### src/rtl/neural_network_pkg.sv
// Shared types, limits and helpers for the neural-network layer sequencing blocks.
package neural_network_pkg;

   localparam int unsigned MAX_MAC_LATENCY = 7;

   typedef enum logic [2:0] {
      IDLE  = 3'd0,
      MAC   = 3'd1,
      BIAS  = 3'd2,
      DRAIN = 3'd3,
      WRITE = 3'd4,
      DONE  = 3'd5
   } scheduler_state;

   typedef enum logic [1:0] {
      ACT_NONE    = 2'd0,
      ACT_RELU    = 2'd1,
      ACT_SIGMOID = 2'd2,
      ACT_TANH    = 2'd3
   } activation_type;

   // Index width that stays at least one bit for single-entry ranges.
   function automatic int unsigned idx_width(input int unsigned n);
      return (n > 1) ? $clog2(n) : 1;
   endfunction

endpackage

### src/rtl/dense_layer_scheduler_wrap_counter.sv
// Modulo-MODULUS up-counter with synchronous clear; terminal_c_o marks the increment that wraps to 0.
module wrap_counter
   import neural_network_pkg::*;
#(
   parameter int unsigned MODULUS = 4,
   parameter int unsigned WIDTH   = idx_width(MODULUS)
) (
   input  logic             clock_i,
   input  logic             reset_ni,
   input  logic             clear_i,
   input  logic             incr_i,
   output logic [WIDTH-1:0] count_o,
   output logic [WIDTH-1:0] count_next_c_o,
   output logic             terminal_c_o
);

   localparam logic [WIDTH-1:0] LAST = WIDTH'(MODULUS - 1);

   logic [WIDTH-1:0] count_q, count_d;
   logic             at_last;

   assign at_last = (count_q == LAST);

   always_comb begin
      count_d = count_q;
      if (clear_i) begin
         count_d = '0;
      end else if (incr_i) begin
         count_d = at_last ? '0 : count_q + WIDTH'(1);
      end
   end

   always_ff @(posedge clock_i or negedge reset_ni) begin
      if (!reset_ni) begin
         count_q <= '0;
      end else begin
         count_q <= count_d;
      end
   end

   assign count_o        = count_q;
   assign count_next_c_o = count_d;
   assign terminal_c_o   = incr_i & ~clear_i & at_last;

endmodule

### src/rtl/dense_layer_scheduler.sv
// Serial sequencer driving one shared MAC/activation datapath through every neuron of a dense layer.
// Define DENSE_LAYER_SCHEDULER_QUEUE_EN to remember one start request that arrives while busy.
module dense_layer_scheduler
   import neural_network_pkg::*;
#(
   parameter int unsigned NUM_INPUTS  = 4,
   parameter int unsigned NUM_NEURONS = 4,
   parameter int unsigned MAC_LATENCY = 1,
   parameter int unsigned ADDR_WIDTH  = $clog2(NUM_NEURONS * (NUM_INPUTS + 1)),
   localparam int unsigned IDX_W      = idx_width(NUM_INPUTS),
   localparam int unsigned NEU_W      = idx_width(NUM_NEURONS)
) (
   input  logic                  clock_i,
   input  logic                  reset_ni,
   input  logic                  inputs_ready_i,
   output logic                  busy_o,
   output logic [IDX_W-1:0]      input_index_o,
   output logic [ADDR_WIDTH-1:0] weight_address_o,
   output logic                  mac_clear_o,
   output logic                  mac_enable_o,
   output logic                  bias_enable_o,
   output logic                  output_write_o,
   output logic [NEU_W-1:0]      output_index_o,
   output logic                  outputs_ready_o
);

   localparam int unsigned DRAIN_MOD = (MAC_LATENCY > 0) ? MAC_LATENCY : 1;
   localparam int unsigned DRAIN_W   = idx_width(DRAIN_MOD);

   scheduler_state state_q, state_d;

   logic               k_clr, k_inc, k_term;
   logic               n_clr, n_inc, n_term;
   logic               d_clr, d_inc, d_term;
   logic [IDX_W-1:0]   k_count, k_next;
   logic [NEU_W-1:0]   n_count, n_next;
   logic [DRAIN_W-1:0] d_count, d_next;
   logic               restart_c;

   // Counter controls depend only on the current state, so the terminal pulses feed the FSM loop-free.
   assign k_clr = (state_q == IDLE);
   assign k_inc = (state_q == MAC);
   assign n_clr = (state_q == IDLE);
   assign n_inc = (state_q == WRITE);
   assign d_clr = (state_q == BIAS);
   assign d_inc = (state_q == DRAIN);

   wrap_counter #(.MODULUS(NUM_INPUTS), .WIDTH(IDX_W)) u_input_cnt (
      .clock_i        (clock_i),
      .reset_ni       (reset_ni),
      .clear_i        (k_clr),
      .incr_i         (k_inc),
      .count_o        (k_count),
      .count_next_c_o (k_next),
      .terminal_c_o   (k_term)
   );

   wrap_counter #(.MODULUS(NUM_NEURONS), .WIDTH(NEU_W)) u_neuron_cnt (
      .clock_i        (clock_i),
      .reset_ni       (reset_ni),
      .clear_i        (n_clr),
      .incr_i         (n_inc),
      .count_o        (n_count),
      .count_next_c_o (n_next),
      .terminal_c_o   (n_term)
   );

   wrap_counter #(.MODULUS(DRAIN_MOD), .WIDTH(DRAIN_W)) u_drain_cnt (
      .clock_i        (clock_i),
      .reset_ni       (reset_ni),
      .clear_i        (d_clr),
      .incr_i         (d_inc),
      .count_o        (d_count),
      .count_next_c_o (d_next),
      .terminal_c_o   (d_term)
   );

   logic counts_unused;
   assign counts_unused = ^{k_count, n_count, d_count, d_next};

`ifdef DENSE_LAYER_SCHEDULER_QUEUE_EN
   logic pend_q, pend_d;

   // One-deep pending start: set while busy, consumed by the DONE cycle.
   always_comb begin
      pend_d = pend_q;
      if (state_q == DONE) begin
         pend_d = 1'b0;
      end else if ((state_q != IDLE) && inputs_ready_i) begin
         pend_d = 1'b1;
      end
   end

   always_ff @(posedge clock_i or negedge reset_ni) begin
      if (!reset_ni) begin
         pend_q <= 1'b0;
      end else begin
         pend_q <= pend_d;
      end
   end

   assign restart_c = pend_q | inputs_ready_i;
`else
   assign restart_c = 1'b0;
`endif

   always_ff @(posedge clock_i or negedge reset_ni) begin
      if (!reset_ni) begin
         state_q <= IDLE;
      end else begin
         state_q <= state_d;
      end
   end

   always_comb begin
      state_d = state_q;
      unique case (state_q)
         IDLE:  if (inputs_ready_i) state_d = MAC;
         MAC:   if (k_term) state_d = BIAS;
         BIAS:  state_d = (MAC_LATENCY != 0) ? DRAIN : WRITE;
         DRAIN: if (d_term) state_d = WRITE;
         WRITE: state_d = n_term ? DONE : MAC;
         DONE:  state_d = restart_c ? MAC : IDLE;
         default: state_d = IDLE;
      endcase
   end

   logic                  busy_q, busy_d;
   logic [IDX_W-1:0]      input_index_q, input_index_d;
   logic [ADDR_WIDTH-1:0] weight_address_q, weight_address_d;
   logic                  mac_clear_q, mac_clear_d;
   logic                  mac_enable_q, mac_enable_d;
   logic                  bias_enable_q, bias_enable_d;
   logic                  output_write_q, output_write_d;
   logic [NEU_W-1:0]      output_index_q, output_index_d;
   logic                  outputs_ready_q, outputs_ready_d;
   logic [ADDR_WIDTH-1:0] neuron_base;

   assign neuron_base = ADDR_WIDTH'(n_next) * ADDR_WIDTH'(NUM_INPUTS + 1);

   // Outputs are decoded from the upcoming state and counts, then registered.
   always_comb begin
      busy_d           = (state_d != IDLE);
      input_index_d    = input_index_q;
      weight_address_d = weight_address_q;
      output_index_d   = output_index_q;
      mac_clear_d      = 1'b0;
      mac_enable_d     = 1'b0;
      bias_enable_d    = 1'b0;
      output_write_d   = 1'b0;
      outputs_ready_d  = 1'b0;
      unique case (state_d)
         MAC: begin
            mac_enable_d     = 1'b1;
            mac_clear_d      = (k_next == '0);
            input_index_d    = k_next;
            weight_address_d = neuron_base + ADDR_WIDTH'(k_next);
         end
         BIAS: begin
            bias_enable_d    = 1'b1;
            weight_address_d = neuron_base + ADDR_WIDTH'(NUM_INPUTS);
         end
         WRITE: begin
            output_write_d = 1'b1;
            output_index_d = n_next;
         end
         DONE: outputs_ready_d = 1'b1;
         default: ;
      endcase
   end

   always_ff @(posedge clock_i or negedge reset_ni) begin
      if (!reset_ni) begin
         busy_q           <= 1'b0;
         input_index_q    <= '0;
         weight_address_q <= '0;
         mac_clear_q      <= 1'b0;
         mac_enable_q     <= 1'b0;
         bias_enable_q    <= 1'b0;
         output_write_q   <= 1'b0;
         output_index_q   <= '0;
         outputs_ready_q  <= 1'b0;
      end else begin
         busy_q           <= busy_d;
         input_index_q    <= input_index_d;
         weight_address_q <= weight_address_d;
         mac_clear_q      <= mac_clear_d;
         mac_enable_q     <= mac_enable_d;
         bias_enable_q    <= bias_enable_d;
         output_write_q   <= output_write_d;
         output_index_q   <= output_index_d;
         outputs_ready_q  <= outputs_ready_d;
      end
   end

   assign busy_o           = busy_q;
   assign input_index_o    = input_index_q;
   assign weight_address_o = weight_address_q;
   assign mac_clear_o      = mac_clear_q;
   assign mac_enable_o     = mac_enable_q;
   assign bias_enable_o    = bias_enable_q;
   assign output_write_o   = output_write_q;
   assign output_index_o   = output_index_q;
   assign outputs_ready_o  = outputs_ready_q;

endmodule

### config.mk
export PLATFORM = sky130hd
export DESIGN_NAME = dense_layer_scheduler
export DESIGN_NICKNAME = d
export VERILOG_FILES = /design/src/rtl/neural_network_pkg.sv /design/src/rtl/dense_layer_scheduler_wrap_counter.sv /design/src/rtl/dense_layer_scheduler.sv
export SDC_FILE = /design/constraint.sdc
export NUM_CORES = 1
export LEC_CHECK = 0
export CORE_UTILIZATION = 55
export DETAILED_ROUTE_END_ITERATION = 7
export PLACE_DENSITY = 0.82
export SYNTH_ARGS = -nofsm -noshare
export SYNTH_HDL_FRONTEND = slang
export SYNTH_SLANG_ARGS = --single-unit
### constraint.sdc
create_clock -name clock_i -period 5.2 [get_ports clock_i]
set_clock_uncertainty 0.05 [all_clocks]
set_input_delay 0.78 -clock clock_i [delete_from_list [all_inputs] [get_ports clock_i]]
set_output_delay 0.78 -clock clock_i [all_outputs]
set_load 0.05 [all_outputs]
==> run_results.csv <==
group,metric,value,unit
clock_tree,clkLatencyLatePin,0.30,ns
clock_tree,cts_inserted_buffers,3,
timing,finalCritPeriodShare,46.9,%
global_route,grt_pass1_vias,725,
place,gp_congestion,0.901,
timing,rsz0062_at_grt,"false",
die,rows,15,
synthesis,synth_edf_count,0,
clock_tree,post_cts_buffers,0,
synthesis,yosysSeqAreaShare,50.4,%
synthesis,synthTopCellsByArea,"dfrtp_1 50%, ha_1 5.7%, mux2_2 4.1%",
detailed_routing,drtAntennaViolNets,0,
worst_setup_path,crit_type,"register to register",
worst_setup_path,crit_required,5.37,ns
timing,hold_viol_final,0,
worst_setup_path,crit_chain,"ha_1, nor3b_1, mux2_2, ha_1, inv_1, fa_1, or2_0, o211ai_1",
synthesis,syn_nets,106,
detailed_routing,viasPerCell,5.51,
timing,setup_tns,0,ns
place,numPortBuffers,17,
run,drv_cap,0,
power_and_ir_drop,ir_drop,0.415,mV
finish,antenna_cells,0,
worst_setup_path,worst_path_max_delay_cell,"dfrtp_1",
synthesis,synth_cell_type_count,40,
timing,timing.fmax,0.410,GHz
worst_setup_path,cp_common_cell,"ha_1",
synthesis,synth_top_area_cell,"dfrtp_1",
synthesis,syn-instance-count,97,
finish,final_nets,125,
synthesis,synth_top_area_share,50.4,%
finish,final_common_cell,"dfrtp_1",
worst_setup_path,critical_path_buf_inv_count,1,
global_route,grt_antenna_before_repair,0,
detailed_routing,routed_wl,2070,um
clock_tree,ctsHoldBuffers,0,
die,die_area,2170,um2
synthesis,synth_flop_cell,"dfrtp_1",
place,placed_area,1280,um2
clock_tree,clkSlewWorstSetupHoldPaths,0.11,ns
detailed_routing,firstDrtPassIters,3,
synthesis,syn_area,1090,um2
global_route,grt-ovfl-total,0,
timing,setup_violations,0,
detailed_routing,drc,0,
clock_tree,htreeDepth,1,
place,dp_hpwl,1530,um
clock_tree,clkSinkCount,22,
synthesis,yosysWarnings,0,
finish,multi_input_area,505,um2
synthesis,ys_async_sr_fraction,100,%
synthesis,synth_area_per_cell,11.3,um2
finish,syn_to_final_growth,19.2,%
clock_tree,postCtsResizedCells,0,
die,die_y,46.6,um
finish,drive_gt1_share,9.65,%
worst_setup_path,r2r_setup_slack,2.76,ns
detailed_routing,vias,766,
global_route,track_usage,22.6,%
power_and_ir_drop,p_leak,0.616,nW
finish,design_area,1300,um2
finish,mostFrequentLayoutCells,"22 x dfrtp_1, 17 x clkdlybuf4s50_1, 6 x nor2_1",
clock_tree,clock-root-buffer,"clkbuf_4",
clock_tree,clock_path_buffers,2,
power_and_ir_drop,powerDensity,649,nW/um2
global_route,grt_max_degree,23,
finish,fill_cells,139,
die,coreArea,1800,um2
die,start_util,60.6,%
die,dieWidth,46.6,um
worst_setup_path,cpPeakStageDelay,0.44,ns
worst_setup_path,crit_family,"adder cells",
timing,tightest_slew,0.938,ns
timing,relSlewSlack,37.2,%
finish,seq_area,551,um2
hold_path,hold_class,"register to register",
worst_setup_path,worstSetupStartpointType,"register",
timing,slew_violations,0,
detailed_routing,wire_per_inst,14.9,um
worst_setup_path,cp.arrival,2.61,ns
outcome,status,"complete, no violations",
worst_setup_path,critPathMaxFanout,7,
global_route,grt_pass1_wl,3270,um
synthesis,ys_ff_latch,22,
timing,fin_crit,2.44,ns
detailed_routing,first_iter_violations,5,
clock_tree,cts_tree,"built",
worst_setup_path,crit_path_end_kind,"register",
die,ios,18,
## per-layer routing
metal  vias to the layer above  global-route usage, %  share of wire, %
met4                         0                   11.2               1.9
met2                         9                   35.6                46
li1                        386                      -                 -
met5                         -                      0                 0
met3                         4                   3.53               2.1
met1                       367                   29.9                50
## metrics by stage
stage	util, %	cells	total power [W]	setup slack [ns]	hold slack, ns
2_1_floorplan	-	97	0.000630	3.07	0.434
3_3_place_gp	71.0	136	0.000755	2.89	0.418
3_5_place_dp	71.0	136	0.000772	2.80	0.434
4_1_cts	72.3	139	0.000845	2.78	0.459
5_1_grt	72.3	139	0.000901	2.61	0.487
6_report	72.3	139	0.000845	2.76	0.454
## final timing paths
| check | from | end | cells after the start |
|---|---|---|---|
| min in group asynchronous | reset_ni | state_q[1] | 1 |
| max reg2reg | u_neuron_cnt.count_o[0] | weight_address_o[2] | 8 |
| min reg2reg | input_index_o[1] | input_index_o[1] | 1 |
| max in group asynchronous | reset_ni | weight_address_o[0] | 1 |
| min | input_index_o[1] | input_index_o[1] | 1 |
| max | u_neuron_cnt.count_o[0] | weight_address_o[2] | 8 |
## logic make-up (layout without fill, tap and decap cells)
kind of cell               after synthesis  in the layout  share of synthesized area (%)
muxes                                    7              7                           7.10
AOI/OAI and AO/OA                       23             23                           15.0
xor gates and xnor gates                 1              1                          0.802
adders and majority gates                6              6                           7.56
DFF                                     22             22                           50.4
buffers and inverters                    9             26                           3.32
and+or+nand+nor                         29             29                           15.8
## Yosys cell counts (all sizes together), types with 2 or more instances
master and count:
dfrtp 22, nor3 2, nor2 6, a22oi 2, a31oi 2, mux2 6, o21bai 2, inv 6
o21ai 6, nand2b 3, a21o 2, buf 2, or2 3, ha 5, o211ai 3, nor2b 3
nand2 4
## registers in the layout, summed over array words and instances, names as in the netlist
name,count
mac_clear_o,1
state_q,3
u_input_cnt.count_o,2
outputs_ready_o,1
weight_address_o,5
output_index_o,2
input_index_o,2
busy_o,1
output_write_o,1
u_neuron_cnt.count_o,2
bias_enable_o,1
mac_enable_o,1
## area by class of cell
type	instances	area share, %
Timing Repair Buffer	17	13.1
Tap cell	25	2.40
Sequential cell	22	42.3
Multi-Input combinational cell	66	38.8
Inverter	6	1.73
Clock buffer	3	1.73
## power by group
group	total (W)	internal [W]	switching [W]
Combinational	0.000486	0.000178	0.000308
Clock	0.0000730	0.0000270	0.0000461
Sequential	0.000287	0.000232	0.0000550
Power figures use the tool's default switching activity.
